===== src/rtl/count_sched_pkg.sv =====
// rtl/count_sched_pkg.sv - shared mode codes, FSM states and helpers for count_sched
package count_sched_pkg;

  localparam logic [1:0] SEL_ONES  = 2'b10;
  localparam logic [1:0] SEL_ZEROS = 2'b01;

  typedef enum logic [1:0] {IDLE, LAUNCH, WAIT, RESP} state_t;

  function automatic logic sel_valid(input logic [1:0] sel);
    return (sel == SEL_ONES) || (sel == SEL_ZEROS);
  endfunction

endpackage


===== src/rtl/count_sched_arb.sv =====
// rtl/count_sched_arb.sv - combinational round-robin pick: first set req bit at or after ptr
module rr_arb #(
  parameter int N  = 4,
  parameter int IW = $clog2(N)
) (
  input  logic [N-1:0]  req,
  input  logic [IW-1:0] ptr,
  output logic [N-1:0]  win,
  output logic [IW-1:0] win_idx
);

  logic found;
  int   j;

  always_comb begin
    win     = '0;
    win_idx = '0;
    found   = 1'b0;
    j       = 0;
    for (int k = 0; k < N; k++) begin
      j = int'(ptr) + k;
      if (j >= N) j = j - N;
      if (!found && req[j]) begin
        found   = 1'b1;
        win[j]  = 1'b1;
        win_idx = IW'(j);
      end
    end
  end

endmodule


===== src/rtl/count_sched.sv =====
// rtl/count_sched.sv - shares one count engine among N requesters, round-robin,
// with stale-done filtering and a WAIT timeout that returns an error response.
module count_sched
  import count_sched_pkg::*;
#(
  parameter int N       = 4,
  parameter int W       = 8,
  parameter int TIMEOUT = 64
) (
  input  logic             clk,
  input  logic             rst,
  input  logic [N-1:0]     req,
  input  logic [N*W-1:0]   req_data,
  input  logic [2*N-1:0]   req_sel,
  output logic [N-1:0]     gnt,
  output logic [N-1:0]     resp_valid,
  output logic [W-1:0]     resp_cnt,
  output logic             resp_err,
  output logic             eng_start,
  output logic [W-1:0]     eng_a_in,
  output logic [1:0]       eng_sel,
  input  logic             eng_done,
  input  logic [W-1:0]     eng_cntout
);

  localparam int IW = $clog2(N);
  localparam int TW = $clog2(TIMEOUT + 1);

  state_t        state, state_d;
  logic [IW-1:0] rr_ptr, ptr_d;
  logic [IW-1:0] win_q, win_d;
  logic [TW-1:0] timer, timer_d;
  logic          done_q;

  logic [N-1:0]  gnt_d, rv_d;
  logic [W-1:0]  cnt_d, a_d;
  logic [1:0]    sel_d;
  logic          err_d, start_d;

  logic [N-1:0]  arb_win;
  logic [IW-1:0] arb_idx;
  logic [N-1:0]  win_oh;

  logic [W-1:0]  data_arr [N];
  logic [1:0]    sel_arr  [N];

  for (genvar i = 0; i < N; i++) begin : g_lane
    assign data_arr[i] = req_data[i*W +: W];
    assign sel_arr[i]  = req_sel[2*i +: 2];
  end

  rr_arb #(.N(N), .IW(IW)) u_arb (
    .req     (req),
    .ptr     (rr_ptr),
    .win     (arb_win),
    .win_idx (arb_idx)
  );

  assign win_oh = {{(N-1){1'b0}}, 1'b1} << win_q;

  always_comb begin
    state_d = state;
    ptr_d   = rr_ptr;
    win_d   = win_q;
    timer_d = timer;
    gnt_d   = '0;
    rv_d    = '0;
    start_d = 1'b0;
    cnt_d   = resp_cnt;
    err_d   = resp_err;
    a_d     = eng_a_in;
    sel_d   = eng_sel;
    case (state)
      IDLE: begin
        if (|req) begin
          win_d = arb_idx;
          gnt_d = arb_win;
          a_d   = data_arr[arb_idx];
          sel_d = sel_arr[arb_idx];
          if (sel_valid(sel_arr[arb_idx])) begin
            state_d = LAUNCH;
            start_d = 1'b1;
          end else begin
            state_d = RESP;
          end
        end
      end
      LAUNCH: begin
        state_d = WAIT;
        timer_d = '0;
      end
      WAIT: begin
        timer_d = timer + 1'b1;
        // Only a rising done counts; a level left high from a previous job is ignored.
        if (eng_done && !done_q) begin
          cnt_d   = eng_cntout;
          err_d   = 1'b0;
          rv_d    = win_oh;
          state_d = RESP;
        end else if (timer == TW'(TIMEOUT - 1)) begin
          cnt_d   = '0;
          err_d   = 1'b1;
          rv_d    = win_oh;
          state_d = RESP;
        end
      end
      RESP: begin
        // Entering RESP without a pending response means the invalid-sel path:
        // hold one extra cycle so the response trails the grant.
        if (|resp_valid) begin
          state_d = IDLE;
          err_d   = 1'b0;
          ptr_d   = (win_q == IW'(N - 1)) ? '0 : win_q + 1'b1;
        end else begin
          rv_d  = win_oh;
          err_d = 1'b1;
          cnt_d = '0;
        end
      end
      default: state_d = IDLE;
    endcase
  end

  always_ff @(posedge clk or negedge rst) begin
    if (!rst) begin
      state      <= IDLE;
      rr_ptr     <= '0;
      win_q      <= '0;
      timer      <= '0;
      done_q     <= 1'b0;
      gnt        <= '0;
      resp_valid <= '0;
      resp_cnt   <= '0;
      resp_err   <= 1'b0;
      eng_start  <= 1'b0;
      eng_a_in   <= '0;
      eng_sel    <= 2'b00;
    end else begin
      state      <= state_d;
      rr_ptr     <= ptr_d;
      win_q      <= win_d;
      timer      <= timer_d;
      done_q     <= eng_done;
      gnt        <= gnt_d;
      resp_valid <= rv_d;
      resp_cnt   <= cnt_d;
      resp_err   <= err_d;
      eng_start  <= start_d;
      eng_a_in   <= a_d;
      eng_sel    <= sel_d;
    end
  end

endmodule


===== config.mk =====
export PLATFORM = sky130hd
export DESIGN_NAME = count_sched
export DESIGN_NICKNAME = d
export VERILOG_FILES = /design/src/rtl/count_sched_pkg.sv /design/src/rtl/count_sched_arb.sv /design/src/rtl/count_sched.sv
export SDC_FILE = /design/constraint.sdc
export NUM_CORES = 1
export LEC_CHECK = 0
export ABC_AREA = 1
export CAP_MARGIN = 10
export CORE_UTILIZATION = 57
export DETAILED_ROUTE_END_ITERATION = 7
export DONT_BUFFER_PORTS = 1
export GPL_TIMING_DRIVEN = 0
export PLACE_DENSITY = 0.75
export SYNTH_ARGS = -nofsm -noshare
export SYNTH_HDL_FRONTEND = slang
export SYNTH_HIERARCHICAL = 1
export SYNTH_SLANG_ARGS = --single-unit

===== constraint.sdc =====
create_clock -name clk -period 2.69 [get_ports clk]
set_clock_uncertainty 0.15 [all_clocks]
set_input_delay 0.538 -clock clk [delete_from_list [all_inputs] [get_ports clk]]
set_output_delay 0.538 -clock clk [all_outputs]
set_load 0.02 [all_outputs]

# Yosys cells after proc, flatten, opt, wreduce, memory -nomap -nowiden
# Index checks and enable logic that the tools add are counted.
# totals
reg_bits	42
inputBits	55
output_inout_bits	28
word_cells	139
# op_classes
n_addsub	9
order_cmp	13
eq_ne	11
shifts	1
mux	66
bitwise	4
n_reduce_logical	23
# op_table
operator	count
>= comparator 32 x 1 -> 1 bit, second input constant	4
less-than comparator 32 x 4 -> 1 bit, second input constant	4
2-to-1 mux 32 bit	4
>= comparator 32 x 4 -> 1 bit, second input constant	3
subtractor 32 x 4 -> 32 bit, second input constant	3
2-to-1 mux 8 bit	5
2-to-1 mux 4 bit	9
2-to-1 mux 2 bit	12
2-to-1 mux 1 bit	21
binary-select mux 8 bit (select 2 bit)	1
one-hot mux 8 bit (2 select lines)	1
one-hot mux 7 bit (2 select lines)	1
OR 4 bit	3
binary-select mux 1 bit (select 2 bit)	4
demux 1 bit (select 2 bit)	4
== test 2 bit, second input constant	4
logical AND 1 bit	8
one-hot mux 2 bit (4 select lines)	1
one-hot mux 4 bit (2 select lines)	1
OR reduction 4 bit	2
adder 7 x 1 -> 7 bit, second input constant	1
== test 7 x 6 -> 1 bit, second input constant	1
adder 2 x 2 -> 3 bit, second input constant	2
!= test 2 bit, second input constant	3
17 further kinds	25

# Depth between registers and ports, before layout
# logic_depth
ltp_word	24
depth_mapped	19
depth_no_buf	17

# Hierarchy
# The synthesis kept the hierarchy.
# by_module_without_submodules
mod	instances	cells_per_inst	area_per_inst_um2	seq_area_each_um2
count_sched	1	281	2227.1	1051.0
rr_arb	1	76	464.2	0.0

# Worst setup path before layout
# No wires, ideal clock.
# synth_timing
path_kind	flip-flop to flip-flop
startpoint	register rr_ptr[0]
endpoint	register state[1]
setup_ns	0.116
t_arrival_ns	2.264
required_ns	2.424
slack_ns	0.159
stages_incl_launch_ff	20
n_path_buf	2
period_less_slack_ns	2.531
path_cell_list	dfrtp_1 -> inv_2 -> ha_1 -> inv_1 -> nand2_1 -> nand2_2 -> nor2_4 -> buf_6 -> nand3_1 -> nand3_1 -> inv_1 -> buf_2 -> nand2_1 -> nand2_1 -> nand2_1 -> nand2_1 -> nand2_1 -> nand3_1 -> nand2_1 -> nand2_1
# synth_between
elab_chain_cells	24
elab_cells_between_ends	50
cone_classes	add/sub (7); order compare (4); eq/ne (2); mux (29); bitwise (1); reduce/logical (7)
# synth_rtl
item	line_no	rtl
start: declaration	count_sched.sv:30	logic [IW-1:0] rr_ptr, ptr_d;
start signal: assignment	count_sched.sv:140	rr_ptr <= ptr_d;
branches (longest 14 deep; another with subtractor 32 x 4 -> 32 bit)	-	
2-to-1 mux 2 bit (*)	count_sched_arb.sv:23	if (!found && req[j]) begin
net arb_idx[0]	count_sched.sv:41	logic [IW-1:0] arb_idx;
NOT 2 -> 3 bit (not written as such) (*)	count_sched.sv:80	if (sel_valid(sel_arr[arb_idx])) begin
binary-select mux 2 bit (select 2 bit) (*)	count_sched.sv:80	
2-to-1 mux 2 bit (not written as such) (*) (2 in a row)	count_sched.sv:80	
== test 2 bit or == test 2 x 1 -> 1 bit (tied branches)	count_sched_pkg.sv:10	return (sel == SEL_ONES) || (sel == SEL_ZEROS);
logical OR 1 bit (*)	count_sched_pkg.sv:10	
2-to-1 mux 2 bit (*)	count_sched.sv:80	
2-to-1 mux 2 bit (*)	count_sched.sv:75	if (|req) begin
one-hot mux 2 bit (4 select lines) (*)	count_sched.sv:73	case (state)
end signal: assignment	count_sched.sv:139	state <= state_d;
end: declaration	count_sched.sv:29	state_t state, state_d;
# Mark *: on every way through the listed nets, which the timed path passes. The select of a mux whose other input is x is not followed.
# A chain may end at the register's enable or synchronous reset.

# Worst setup path after layout
# Ends and elaborated chain as after synthesis.

==> flow_summary.yaml <==
critical_path:
  worst_r2r_path_depth: 17
  crit_fanout: 10
  start_kind: "flip-flop"
  required_ns: 2.73
  path_class: "reg -> reg"
  crit_path_end_kind: "flip-flop"
  crit_arrival_ns: 2.52
routing:
  drc: 4
  vias_per_cell: 5.634
  drtPass1Iterations: 6
  wirelength_mm: 5.805
  routedWlPerCell_um: 13.79
  drt-initial-drc-count: 116
  num_vias: 2372
  ant_nets: 0
floorplan:
  num_rows: 24
  chipWidth_um: 70.72
  boundaryPins: 83
  dieArea_um2: 5001
  core_area_um2: 4444
  initial_utilization_pct: 60.56
  die_height_um: 70.72
clock_tree:
  htree_num_levels: 2
  cts-root-buf: "clkbuf_8"
  cts-buffers-inserted: 5
  clk_latency_ns: 0.29
  clk_pin_slew_ns: 0.08
  cts.sinks: 42
  cts_tree: "done"
  clockBufferDepth: 2
yosys:
  synth_cell_types: 30
  synth_nets: 429
  synth_edf_count: 0
  yosysSeqAreaShare_pct: 39.05
  ys_ff_latch: 42
  synth_largest_area_cell: "dfrtp_1"
  synth_ff_type: "dfrtp_1"
  post-synth-top-count-cell: "nand2_1"
  synthTopCellsByArea: "dfrtp_1 (39%), nand2_1 (11%), ha_1 (7.9%), nor2_1 (7.7%), nand3_1 (4.5%)"
  synthArstFlopShare_pct: 100.0
  yosys_warnings: 6
  synthCells: 357
  avgSynthCellArea_um2: 7.539
  synth_area_um2: 2691
  yosysTopAreaCellShare_pct: 39.05
  yosys-top-cells-count: "nand2_1 (82), nor2_1 (55), dfrtp_1 (42)"
min_path:
  min_path_type: "in -> reg"
  hold_depth: 0
final_layout:
  final_cell_area_um2: 2950
  area_growth_pct: 9.623
  nets: 440
  final_layout_size_suffix_gt1_share_pct: 14.63
  diodes: 0
timing:
  worst_slew_pin_slew_ns: 0.5870
  rsz0062_at_grt: "yes"
  timing.final.crit_share_pct: 92.21
  hold_ws_ns: 0.1174
  max_slew_margin_pct: 60.72
  setup_slack_ns: 0.2096
  min_period_ns: 2.480
  finalHoldViolCount: 0
  setup_viol: 0
  timing.fmax_mhz: 403.2
  slew_violations: 0
pwr:
  finalPower_mw: 4.456
  p_per_area_nw_per_um2: 1510
  ir_drop_mv: 0.9453
  power.leakage_nw: 1.454
grt:
  antenna_found_initial: 0
  grt_pass1_wl_mm: 9.735
  grt-ovfl-total: 0
  globalRouteTotalUtil_pct: 24.28
  grt_max_degree: 43
  grt_pass1_vias: 2237
outcome:
  status: "finished, violations left"
  violations: "design-rule violations"
placement:
  place_congestion: 0.8128
  port_buffers: 0
  placed_area_um2: 2756
  place_ws_ns: -0.2798
  dp_hpwl_mm: 4.290
flow_run:
  drv_cap: 0
## placed cells by master, fill, tap and decap left out, drive strengths merged
cell and instances:
nand2 89, nor2 57, dfrtp 42, inv 31
o21ai 30, nand3 28, a21oi 21, ha 17
buf 13, o22ai 8, nand4 7, clkbuf 7
a21boi 5, nor3 3, clkinvlp 2, o31ai 1
and3 1, a211oi 1, xnor2 1, or2 1
mux2 1, o21bai 1, bufinv 1, dlygate4sd3 1
## metal layers
metal / track usage (%) / vias to the layer above / share of wire, %
met5: 0 / - / 0
met4: 4.444 / 0 / 0.79
met3: 4.701 / 6 / 6.4
met2: 44.34 / 79 / 50
met1: 30.18 / 1098 / 43
li1: - / 1189 / -
## what timing repair did
item | in CTS | in global routing
endpoints found under the setup margin | 12 | 12
endpoints found under the hold margin | 42 | 0
setup buffers | 2 | 0
gates resized for setup | 3 | 9
pin swaps | 0 | 1
hold buffers | 2 | 0
## registers in the layout, indices dropped and copies added, names as in the netlist
name and cells:
eng_a_in 8, resp_cnt 8, timer 7, gnt 4
resp_valid 4, eng_sel 2, rr_ptr 2, state 2
win_q 2, done_q 1, eng_start 1, resp_err 1
## worst max-delay path, cell delays in order, from the launching register on
cell and delay, ns:
dfrtp_2 0.44, buf_4 0.18, nand2_1 0.10, nand3_2 0.17
nand2_4 0.14, nor2_4 0.05, buf_6 0.13, nand3_1 0.08
nand3_2 0.13, inv_2 0.11, clkbuf_4 0.19, nand2_1 0.08
nand3_1 0.07, nand2_1 0.07, nand2_1 0.08, nand3_1 0.09
nand2_1 0.07, nand2_1 0.04
## cell families after synthesis
kind of cell | Yosys count | share of synthesized area (%)
AO/OA/AOI/OAI | 67 | 14.83
buffers and inverters | 43 | 7.020
XOR/XNOR | 1 | 0.3255
AND/OR/NAND/NOR | 186 | 30.45
multiplexers | 1 | 0.4184
adder cells (fa/ha/maj) | 17 | 7.903
flip-flops | 42 | 39.05
## layout make-up
cell class              instances  area, µm²
inverters                      31      123.9
multi-input cells             272       1474
clock buffers                   5      68.82
well taps                      52      65.06
flip-flops and latches         42       1054
fillers                       383       1494
clock inverters                 3      45.04
plain buffers                  12      75.07
repair buffers                  4      45.04
## power by group
| group | internal [mW] | total, mW | switching, mW |
|---|---|---|---|
| combinational | 0.943 | 2.65 | 1.71 |
| sequential | 0.886 | 1.31 | 0.420 |
| clock | 0.276 | 0.499 | 0.223 |
## worst paths after layout
kind	startpoint	endpoint	slack (ns)
setup / recovery	rr_ptr[0]$_DFFE_PN0P_	state[1]$_DFFE_PN0P_	0.21
hold / removal	eng_done	done_q$_DFF_PN0_	0.12
setup reg to reg	rr_ptr[0]$_DFFE_PN0P_	state[1]$_DFFE_PN0P_	0.21
hold reg to reg	timer[0]$_DFFE_PN0P_	timer[0]$_DFFE_PN0P_	0.37
max in group asynchronous	rst	rr_ptr[1]$_DFFE_PN0P_	1.61
min in group asynchronous	rst	eng_sel[1]$_DFFE_PN0P_	0.57
## stage by stage
step | util, % | TNS (ns) | cells
floorplan | - | 0 | 357
global placement | 62.02 | -1.574 | 409
detailed placement | 62.02 | -2.071 | 409
CTS | 65.71 | 0 | 421
global route | 66.39 | -0.01472 | 421
finish | 66.39 | 0 | 421
No activity file was read; power rests on OpenSTA's default activity.
